**src/rtl/event_stretcher_pkg.sv**
```systemverilog
// ---------------------------------------------------------------------------
// event_stretcher_pkg
// Shared definitions for the LED / feedback pulse drivers.
//   stretch_state_t : FSM encoding (IDLE=0, ON=1, GAP=2)
//   DEF_*           : default timing constants (slow tick = debouncer rate)
//   max_int         : helper for sizing counters from two parameters
// ---------------------------------------------------------------------------
package event_stretcher_pkg;

  typedef enum logic [1:0] {
    ST_IDLE = 2'd0,
    ST_ON   = 2'd1,
    ST_GAP  = 2'd2
  } stretch_state_t;

  localparam int DEF_TICK_DIV  = 100;
  localparam int DEF_ON_TICKS  = 4;
  localparam int DEF_OFF_TICKS = 2;
  localparam int DEF_PEND_W    = 3;

  function automatic int max_int(input int a, input int b);
    return (a > b) ? a : b;
  endfunction

endpackage

```
**src/rtl/event_stretcher_tick_divider.sv**
```systemverilog
// ---------------------------------------------------------------------------
// tick_divider
// Free-running 0..TICK_DIV-1 cycle counter producing a one-cycle slow tick.
//   clk  : system clock
//   rst  : synchronous active-high reset
//   clr  : synchronous restart of the count (used on every FSM state entry)
//   tick : high while the count equals TICK_DIV-1
// ---------------------------------------------------------------------------
module tick_divider
  import event_stretcher_pkg::*;
#(
  parameter int TICK_DIV = DEF_TICK_DIV
) (
  input  logic clk,
  input  logic rst,
  input  logic clr,
  output logic tick
);

  localparam int CNT_W = $clog2(TICK_DIV);
  localparam logic [CNT_W-1:0] CNT_LAST = CNT_W'(TICK_DIV - 1);

  logic [CNT_W-1:0] cnt_reg;

  always_ff @(posedge clk) begin
    if (rst || clr) begin
      cnt_reg <= '0;
    end else if (cnt_reg == CNT_LAST) begin
      cnt_reg <= '0;
    end else begin
      cnt_reg <= cnt_reg + 1'b1;
    end
  end

  assign tick = (cnt_reg == CNT_LAST);

endmodule

```
**src/rtl/event_stretcher.sv**
```systemverilog
// ---------------------------------------------------------------------------
// event_stretcher
// Turns one-cycle game events into fixed-length, human-visible LED pulses
// separated by a fixed off-gap. Events arriving while a pulse plays are
// queued in a saturating counter and replayed in order.
//   clk         : system clock
//   rst         : synchronous active-high reset (aborts any pulse, drops queue)
//   event_pulse : event strobe, one event per high cycle
//   led_out     : stretched pulse (high in ON)
//   busy        : high whenever the FSM is not IDLE
//   pending     : queued, not-yet-played events
//   overflow    : sticky flag, set when an event is dropped at saturation
// ---------------------------------------------------------------------------
module event_stretcher
  import event_stretcher_pkg::*;
#(
  parameter int TICK_DIV  = DEF_TICK_DIV,
  parameter int ON_TICKS  = DEF_ON_TICKS,
  parameter int OFF_TICKS = DEF_OFF_TICKS,
  parameter int PEND_W    = DEF_PEND_W
) (
  input  logic              clk,
  input  logic              rst,
  input  logic              event_pulse,
  output logic              led_out,
  output logic              busy,
  output logic [PEND_W-1:0] pending,
  output logic              overflow
);

  localparam int TC_W = $clog2(max_int(ON_TICKS, OFF_TICKS) + 1);
  localparam logic [TC_W-1:0]   ON_LAST  = TC_W'(ON_TICKS - 1);
  localparam logic [TC_W-1:0]   OFF_LAST = TC_W'(OFF_TICKS - 1);
  localparam logic [PEND_W-1:0] PEND_MAX = '1;

  stretch_state_t    state_reg, state_next;
  logic [TC_W-1:0]   tick_cnt_reg, tick_cnt_next;
  logic [PEND_W-1:0] pend_reg, pend_next;
  logic              ovf_reg, ovf_next;
  logic              tick;
  logic              state_clr;
  logic              consume_queued;
  logic              queue_live;

  // Restarting the divider on every state entry makes each state's length
  // an exact multiple of TICK_DIV regardless of when the event arrived.
  assign state_clr = (state_next != state_reg);

  tick_divider #(
    .TICK_DIV(TICK_DIV)
  ) u_tick_divider (
    .clk (clk),
    .rst (rst),
    .clr (state_clr),
    .tick(tick)
  );

  // In IDLE a queued event is always served first; a live event that is
  // not taken directly by IDLE->ON goes into the queue instead.
  assign consume_queued = (state_reg == ST_IDLE) && (pend_reg != '0);
  assign queue_live     = event_pulse && !((state_reg == ST_IDLE) && (pend_reg == '0));

  always_comb begin
    state_next    = state_reg;
    tick_cnt_next = tick_cnt_reg;
    case (state_reg)
      ST_IDLE: begin
        if (event_pulse || (pend_reg != '0)) begin
          state_next = ST_ON;
        end
      end
      ST_ON: begin
        if (tick) begin
          if (tick_cnt_reg == ON_LAST) begin
            state_next = ST_GAP;
          end else begin
            tick_cnt_next = tick_cnt_reg + 1'b1;
          end
        end
      end
      ST_GAP: begin
        if (tick) begin
          if (tick_cnt_reg == OFF_LAST) begin
            state_next = ST_IDLE;
          end else begin
            tick_cnt_next = tick_cnt_reg + 1'b1;
          end
        end
      end
      default: begin
        state_next = ST_IDLE;
      end
    endcase
    if (state_next != state_reg) begin
      tick_cnt_next = '0;
    end
  end

  always_comb begin
    pend_next = pend_reg;
    ovf_next  = ovf_reg;
    if (queue_live && !consume_queued) begin
      if (pend_reg == PEND_MAX) begin
        ovf_next = 1'b1;
      end else begin
        pend_next = pend_reg + 1'b1;
      end
    end else if (consume_queued && !queue_live) begin
      pend_next = pend_reg - 1'b1;
    end
  end

  always_ff @(posedge clk) begin
    if (rst) begin
      state_reg    <= ST_IDLE;
      tick_cnt_reg <= '0;
      pend_reg     <= '0;
      ovf_reg      <= 1'b0;
    end else begin
      state_reg    <= state_next;
      tick_cnt_reg <= tick_cnt_next;
      pend_reg     <= pend_next;
      ovf_reg      <= ovf_next;
    end
  end

  assign led_out  = (state_reg == ST_ON);
  assign busy     = (state_reg != ST_IDLE);
  assign pending  = pend_reg;
  assign overflow = ovf_reg;

endmodule

```
**config.mk**
```make
export PLATFORM = sky130hd
export DESIGN_NAME = event_stretcher
export DESIGN_NICKNAME = d
export VERILOG_FILES = /design/src/rtl/event_stretcher_pkg.sv /design/src/rtl/event_stretcher_tick_divider.sv /design/src/rtl/event_stretcher.sv
export SDC_FILE = /design/constraint.sdc
export NUM_CORES = 1
export LEC_CHECK = 0
export ABC_CLOCK_PERIOD_IN_PS = 4410
export CAP_MARGIN = 10
export CORE_ASPECT_RATIO = 1.1
export CORE_MARGIN = 8
export CORE_UTILIZATION = 35
export DETAILED_ROUTE_END_ITERATION = 8
export PLACE_DENSITY_LB_ADDON = 0.08
export SYNTH_ARGS = -nofsm -noshare
export SYNTH_HDL_FRONTEND = slang
export SYNTH_SLANG_ARGS = --single-unit
export TNS_END_PERCENT = 1
```
**constraint.sdc**
```tcl
create_clock -name clk -period 4.41 [get_ports clk]
set_input_delay 0.882 -clock clk [delete_from_list [all_inputs] [get_ports clk]]
set_output_delay 0.882 -clock clk [all_outputs]
set_load 0.02 [all_outputs]
```
# Word level (Yosys, flattened, before mapping)
# Cells that the tools add are included.
[classes]
n_addsub = 4
eq_ne = 12
mux = 14
reduce_logical = 21
[op_table]
columns = ["op", "count"]
rows = [
  ["3-bit 2-to-1 mux", 7],
  ["2-bit 2-to-1 mux", 5],
  ["2-bit inequality test, second input constant", 4],
  ["7-bit by 1-bit adder with 7-bit output, second input constant", 1],
  ["7-bit == test, second input constant", 1],
  ["3-bit by 1-bit adder with 3-bit output, second input constant", 2],
  ["2-bit one-hot mux with 3 select lines", 1],
  ["3-bit one-hot mux with 2 select lines", 1],
  ["2-bit nonzero test", 3],
  ["1-bit logical AND", 5],
  ["5-bit AND reduction", 1],
  ["2-bit AND reduction", 2],
  ["2-bit OR reduction", 2],
  ["3-bit by 1-bit == test with 1-bit output, second input constant", 1],
  ["3-bit by 2-bit == test with 1-bit output, second input constant", 1],
  ["3-bit == test, second input constant", 1],
  ["1-bit logical NOT", 3],
  ["3-bit logical NOT", 1],
  ["3-bit nonzero test", 1],
  ["3-bit by 1-bit subtractor with 3-bit output, second input constant", 1],
  ["2-bit by 1-bit == test with 1-bit output, second input constant", 1],
  ["2-bit == test, second input constant", 1],
  ["2-bit logical NOT", 1],
  ["1-bit logical OR", 2],
  ["other kinds (2)", 2],
]
[word_totals]
reg_bits = 16
in_bits = 3
wordCells = 56

# Logic depth before layout (Yosys ltp)
[depth]
ltp_word = 8
mapped_depth = 9

# Cells and area by module
# A second synthesis with hierarchy kept.
[hier_totals]
cells_unflattened = 105
hier_area_um2 = 967.2
[by_module_without_submodules]
columns = ["module", "instances", "cells_per_inst", "area_each_um2", "seq_area_each_um2"]
rows = [
  ["event_stretcher", 1, 71, 659.4, 180.2],
  ["tick_divider", 1, 34, 307.8, 140.1],
]

# Worst setup path before layout
# No wires, ideal clock.
[synth_timing]
path_type = "input to register"
startpoint = "input port event_pulse"
endpoint = "register u_tick_divider.cnt_reg[6]"
setup_time_ns = 0.088
arrival_ns = 2.041
setup_slack_ns = 2.281
stages = 5
path_cell_list = "nor4_1 o311ai_0 a31oi_1 o311ai_4 nor4_2"
[synth_via]
elab_chain_cells = 6
[synth_lines]
columns = ["element", "line", "text"]
rows = [
  ["start, declared", "event_stretcher.sv:24", "input logic event_pulse,"],
  ["1-bit logical OR", "event_stretcher.sv:68", "if (event_pulse || (pend_reg != '0)) begin"],
  ["2-bit 2-to-1 mux", "event_stretcher.sv:68", ""],
  ["2-bit one-hot mux with 3 select lines", "event_stretcher.sv:66", "case (state_reg)"],
  ["2-bit inequality test", "event_stretcher.sv:47", "assign state_clr = (state_next != state_reg);"],
  ["1-bit logical OR", "event_stretcher_tick_divider.sv:26", "if (rst || clr) begin"],
  ["2-bit OR reduction (no line)", "--", ""],
  ["end signal, assigned", "event_stretcher_tick_divider.sv:31", "cnt_reg <= cnt_reg + 1'b1;"],
  ["end, declared", "event_stretcher_tick_divider.sv:23", "logic [CNT_W-1:0] cnt_reg;"],
]
# No other way between the ends.
# A chain may end at the register's enable or synchronous reset.

# Worst setup path after layout
[layout_timing]
startpoint = "register state_reg[0]"
endpoint = "output port busy"
[layout_via]
elab_chain_cells = 1
[layout_lines]
columns = ["element", "line", "text"]
rows = [
  ["start, declared", "event_stretcher.sv:36", "stretch_state_t state_reg, state_next;"],
  ["start signal, assigned", "event_stretcher.sv:120", "state_reg <= state_next;"],
  ["2-bit nonzero test", "event_stretcher.sv:128", "assign busy = (state_reg != ST_IDLE);"],
  ["end, declared", "event_stretcher.sv:26", "output logic busy,"],
]
# No other way between the ends.

==> impl_metrics.toml <==
[run_status]
status = "complete, no violations"

[floorplan]
ios = 9
die_x_um = 65.7
dieArea_um2 = 4640
die_y_um = 70.6
start_util_pct = 35.5
core_area_um2 = 2680
rows = 20

[power]
p_leak_nw = 0.389
finalPower_mw = 0.527
powerDensity_nw_per_um2 = 477
peakVddDrop_mv = 0.240

[setup_path]
path_common_cell = "inv_1"
critPathCaptureType = "output pin"
slowest_stage = "clkdlybuf4s50_1"
cp_max_fo = 6
cp.buffers_inverters = 3
path_delay_family = "buffers and inverters"
path_depth = 4
cp-start-kind = "flop"
r2r_cells = 9
worst-setup-path-type = "flop to output pin"
cp.arrival_ns = 1.89
crit_required_ns = 3.53
crit_chain = "inv_1, ha_1, inv_1, clkdlybuf4s50_1"
slowest_delay_ns = 0.60

[place]
placed_cells = 142
place_ws_ns = 1.64
gp_congestion = 0.727
portBuffers = 8
placedInstanceArea_um2 = 1070
hpwl_um = 1450

[run]
maxCapViolCount = 0

[sta]
max_clock_freq_mhz = 361
layout_setup_ws_ns = 1.64
tightest_slew_ns = 0.614
finalHoldViolCount = 0
finalMaxSlewViolations = 0
finClkSkew_ns = 0.0117
fin_crit_sh_pct = 62.9
finalSetupTns_ns = 0
relSlewSlack_pct = 58.8
final.min_clock_period_ns = 2.77
holdWs_ns = 0.463
grt_setup_unrepaired = "false"
setup_viol = 0

[synth]
syn_area_um2 = 950
synth.most_common_cell = "dfxtp_1"
synthArstFlopShare_pct = 0
yosys.area_share.xor_xnor_pct = 7.38
synthAdderAreaFrac_pct = 12.6
yosysUniqueCellTypes = 36
synthesis.nets = 114
syn_inst = 102
synth_flop_cell = "dfxtp_1"
synthSimpleGateAreaFrac_pct = 25.0
synth.area.top_cells = "dfxtp_1 (34%), ha_1 (11%), nor2_1 (4.0%), xnor2_1 (3.7%), xor2_1 (3.7%)"
yosysSeqAreaShare_pct = 33.7
synthMuxAreaShare_pct = 3.43
synth_warnings = 0
netlist_top_cells_count = "dfxtp_1 (16), nor2_1 (10), ha_1 (8), inv_1 (8)"
postSynthAreaPerCell_um2 = 9.31
synth-edff-count = 0
yosysTopAreaCell = "dfxtp_1"
netlist.area_leader.share_pct = 33.7
synth_top_family_by_area = "simple AND/OR/NAND/NOR gates"
ys_seq_elements = 16
synth_compound_gate_area_share_pct = 14.2

[routing]
top_layer_used = "met4"
wl_met1_um = 901
wl_um = 1890
met3_length_um = 103
drtIter0Drc = 21
dr_wl_met2_um = 864
dr.pass1.iters = 4
wl_per_cell_um = 12.9
drc_errors = 0
ant_nets = 0
vias_per_cell = 5.04
num_vias = 736

[clock_tree]
clkLatencyLatePin_ns = 0.28
cts-root-buf = "clkbuf_4"
ctsResizeCount = 0
htreeDepth = 1
hold_buffers = 0
cts_setup_buffers = 0
clk_path_buf_depth = 2
cts.sinks = 16
cts_inserted_buffers = 3
cts_tree = "yes"
clkTransAtPathRegs_ns = 0.10

[final_layout]
num-fill-cells = 275
ff_latch_area_um2 = 320
antenna_cells = 0
final_core_util_pct = 41.2
fin_cells = 146
design_area_um2 = 1100
syn_to_final_growth_pct = 16.2
drive_gt1_share_pct = 12.4
largest_reg_flops = 7
multi_input_area_um2 = 596
layout.nets = 126

[global_route]
grt_start_max_net_pins = 11
grt_overflow_total = 0
grt_pass1_wl_um = 3390
grt_pass1_vias = 750
grtUsageTotal_pct = 9.06
antenna_found_initial = 0

[worst_hold_path]
min_path_cells = 1
hp-class = "flop to flop"
[path summary, 6_finish.rpt]
check        slack [ns]                              endpoint                            startpoint
max                1.64                                  busy               state_reg[0]$_SDFF_PP0_
min                0.46  u_tick_divider.cnt_reg[0]$_SDFF_PP0_  u_tick_divider.cnt_reg[0]$_SDFF_PP0_
max reg2reg        2.17               pending[2]$_SDFFE_PP0P_               state_reg[0]$_SDFF_PP0_
min reg2reg        0.46  u_tick_divider.cnt_reg[0]$_SDFF_PP0_  u_tick_divider.cnt_reg[0]$_SDFF_PP0_
[kinds of logic after synthesis]
| family | after synthesis |
|---|---|
| AND/OR/NAND/NOR | 41 |
| AO/OA/AOI/OAI | 16 |
| flip-flops | 16 |
| buffers and inverters | 9 |
| adder cells (fa/ha/maj) | 9 |
| XOR/XNOR | 8 |
| multiplexers | 3 |
[power breakdown]
part	internal, mW	switching [mW]
clock network	0.0502	0.0465
registers	0.170	0.0329
logic	0.106	0.121
total	0.326	0.201
[area by class of cell]
cell class              instances  area share, %
inverters                       8           2.72
well taps                      33           3.74
repair buffers                  8           7.26
clock buffers                   4           3.29
multi-input cells              77           54.0
flip-flops and latches         16           29.0
[metal layers]
layer,vias to the layer above,GRT usage (%)
met5,-,0
met4,0,4.37
met3,2,3.32
met2,9,13.7
met1,338,10.9
li1,387,-
[cell usage in the layout, fill, tap and decap left out, drive strengths merged, types with 2 or more instances in the layout]
cell type,instances
dfxtp,16
nor2,12
inv,8
ha,8
clkdlybuf4s50,8
nand3,7
nor3,6
a21oi,4
xnor2,4
xor2,4
nand2b,4
clkbuf,4
o41ai,3
nor2b,2
nor3b,2
mux2,2
nand2,2
nor4,2
o311ai,2
(Power assumes the default switching activity.)
==> RTL change, RTL diff (config.mk and constraints unchanged) <==
Reset style: asynchronous (`rst`), changed in one clocked block. Comments in the files are not updated.
--- a/src/rtl/event_stretcher.sv
+++ b/src/rtl/event_stretcher.sv
@@ -112,3 +112,3 @@
 
-  always_ff @(posedge clk) begin
+  always_ff @(posedge clk or posedge rst) begin
     if (rst) begin
Behaviour: differs if rst is asserted again (counterexample within 4 cycles, from zero or initial values and one cycle with rst high); with rst held inactive, the same outputs for 10 cycles.
==> RTL change against the unedited design <==
  * Routed wire length shrank 5.8%
  * Critical path depth increased by 2
  * Combinational power fell by 27%
  * Total power fell by 11%
  * Largest cell class unchanged
  * Area after synthesis decreased by 2.9%
  * Global-route usage fell by 0.69 points
  * Sequential power rose by 2%
  * Sequential cell count unchanged
  * Highest routed layer unchanged
  * Worst setup slack gained 0.081 ns
  * Largest power group is now sequential cells
  * Worst hold slack got worse by 0.0094 ns
  * Cell area is 4.1% lower
==> RTL change: results (changes against the unedited design) <==
status=finished, final reports clean (unchanged); Post-Synth XOR/XNOR Area=0.0475 (was 0.0738); Total GRT Usage=0.0837 (was 0.0906); pin count of the biggest net entering global routing=13 (was 11); worst reg2reg startpoint=state_reg[1] (was state_reg[0]); number of global-route vias before repair=748 (was 750); reg2reg end=pending[1] (was pending[2]); first-pass GRT wire length=3.15 mm (was 3.39 mm); nets@finish=122 (was 126); post-synthesis compound-gate area fraction=0.183 (was 0.142); ys async rst share=0.563 (was 0); half-perimeter wire length after placement=1.36 mm (was 1.45 mm); RePlAce Congestion=0.768 (was 0.727); Unique masters post-synth=37 (was 36); Seq/Total Area, Yosys=0.396 (was 0.337); CP peak stage delay=0.70 ns (was 0.60 ns); ys flop type=dfrtp_1 (was dfxtp_1); Clock Skews=0.00707 ns (was 0.0117 ns); worst-margin pin slew=0.448 ns (was 0.614 ns); VDD IR max=0.222 mV (was 0.240 mV); mux cell area share after synthesis=0 (was 0.0343); wire length per cell=12.4 µm (was 12.9 µm); leakage=0.000425 µW (was 0.000389 µW); crit path launch=event_pulse (was state_reg[0]); r2r worst-path depth=5 (was 9); DR vias=783 (was 736); Synth Area in Adders=0.0760 (was 0.126); most area-consuming cells after synthesis=dfrtp_1 24%, dfxtp_1 15%, nor2_1 6.5% (was dfxtp_1 34%, ha_1 11%, nor2_1 4.0%); Post-DP Area=1020 µm² (was 1070 µm²); synth cell count leaders=16 x nor2_1, 9 x dfrtp_1, 7 x dfxtp_1, 7 x inv_1 (was 16 x dfxtp_1, 10 x nor2_1, 8 x ha_1, 8 x inv_1)
-- RTL change: worst max-delay path by stage --
stage | slack (ns) | cells past startpoint | end
floorplan | 2.18 | 6 | pending[1]
global placement | 1.50 | 6 | pending[1]
detailed placement | 1.43 | 6 | pending[1]
CTS | 1.74 | 6 | pending[1]
global route | 1.62 | 6 | pending[1]
finish | 1.72 | 6 | pending[1]
-- RTL change: final cells by class --
class | instances | area (µm²) | area share
well taps | 31 | 38.8 | 0.0366
inverters | 8 | 30.0 | 0.0284
repair buffers | 8 | 80.1 | 0.0756
flip-flops and latches | 16 | 365 | 0.345
multi-input cells | 77 | 508 | 0.480
clock buffers | 4 | 36.3 | 0.0343
-- RTL change: logic make-up after synthesis --
| kind of cell | after synthesis |
|---|---|
| AND/OR/NAND/NOR | 43 |
| AO/OA/AOI/OAI | 24 |
| flip-flops | 16 |
| buffers and inverters | 12 |
| XOR/XNOR | 5 |
| adder cells (fa/ha/maj) | 5 |
-- RTL change: routing by layer --
metal	track usage	part of all wire
met1	0.100	0.45
met2	0.134	0.47
met3	0.0194	0.061
met4	0.0437	0.017
met5	0	0
-- RTL change: where the power goes --
group | total (µW) | leakage (µW) | switching (µW) | internal [µW]
registers | 208 | 0.000167 | 42.7 | 165
logic | 165 | 0.000237 | 80.5 | 84.2
clock network | 95.8 | 0.0000210 | 45.5 | 50.2
total | 469 | 0.000425 | 169 | 300
-- RTL change: per-stage QoR --
| step | hold slack (ns) | setup WS [ns] | std cells |
|---|---|---|---|
| after floorplan | 0.418 | 2.18 | 105 |
| after global placement | 0.434 | 1.50 | 140 |
| after detailed placement | 0.440 | 1.43 | 140 |
| after CTS | 0.459 | 1.74 | 144 |
| after global routing | 0.487 | 1.62 | 144 |
| final | 0.453 | 1.72 | 144 |
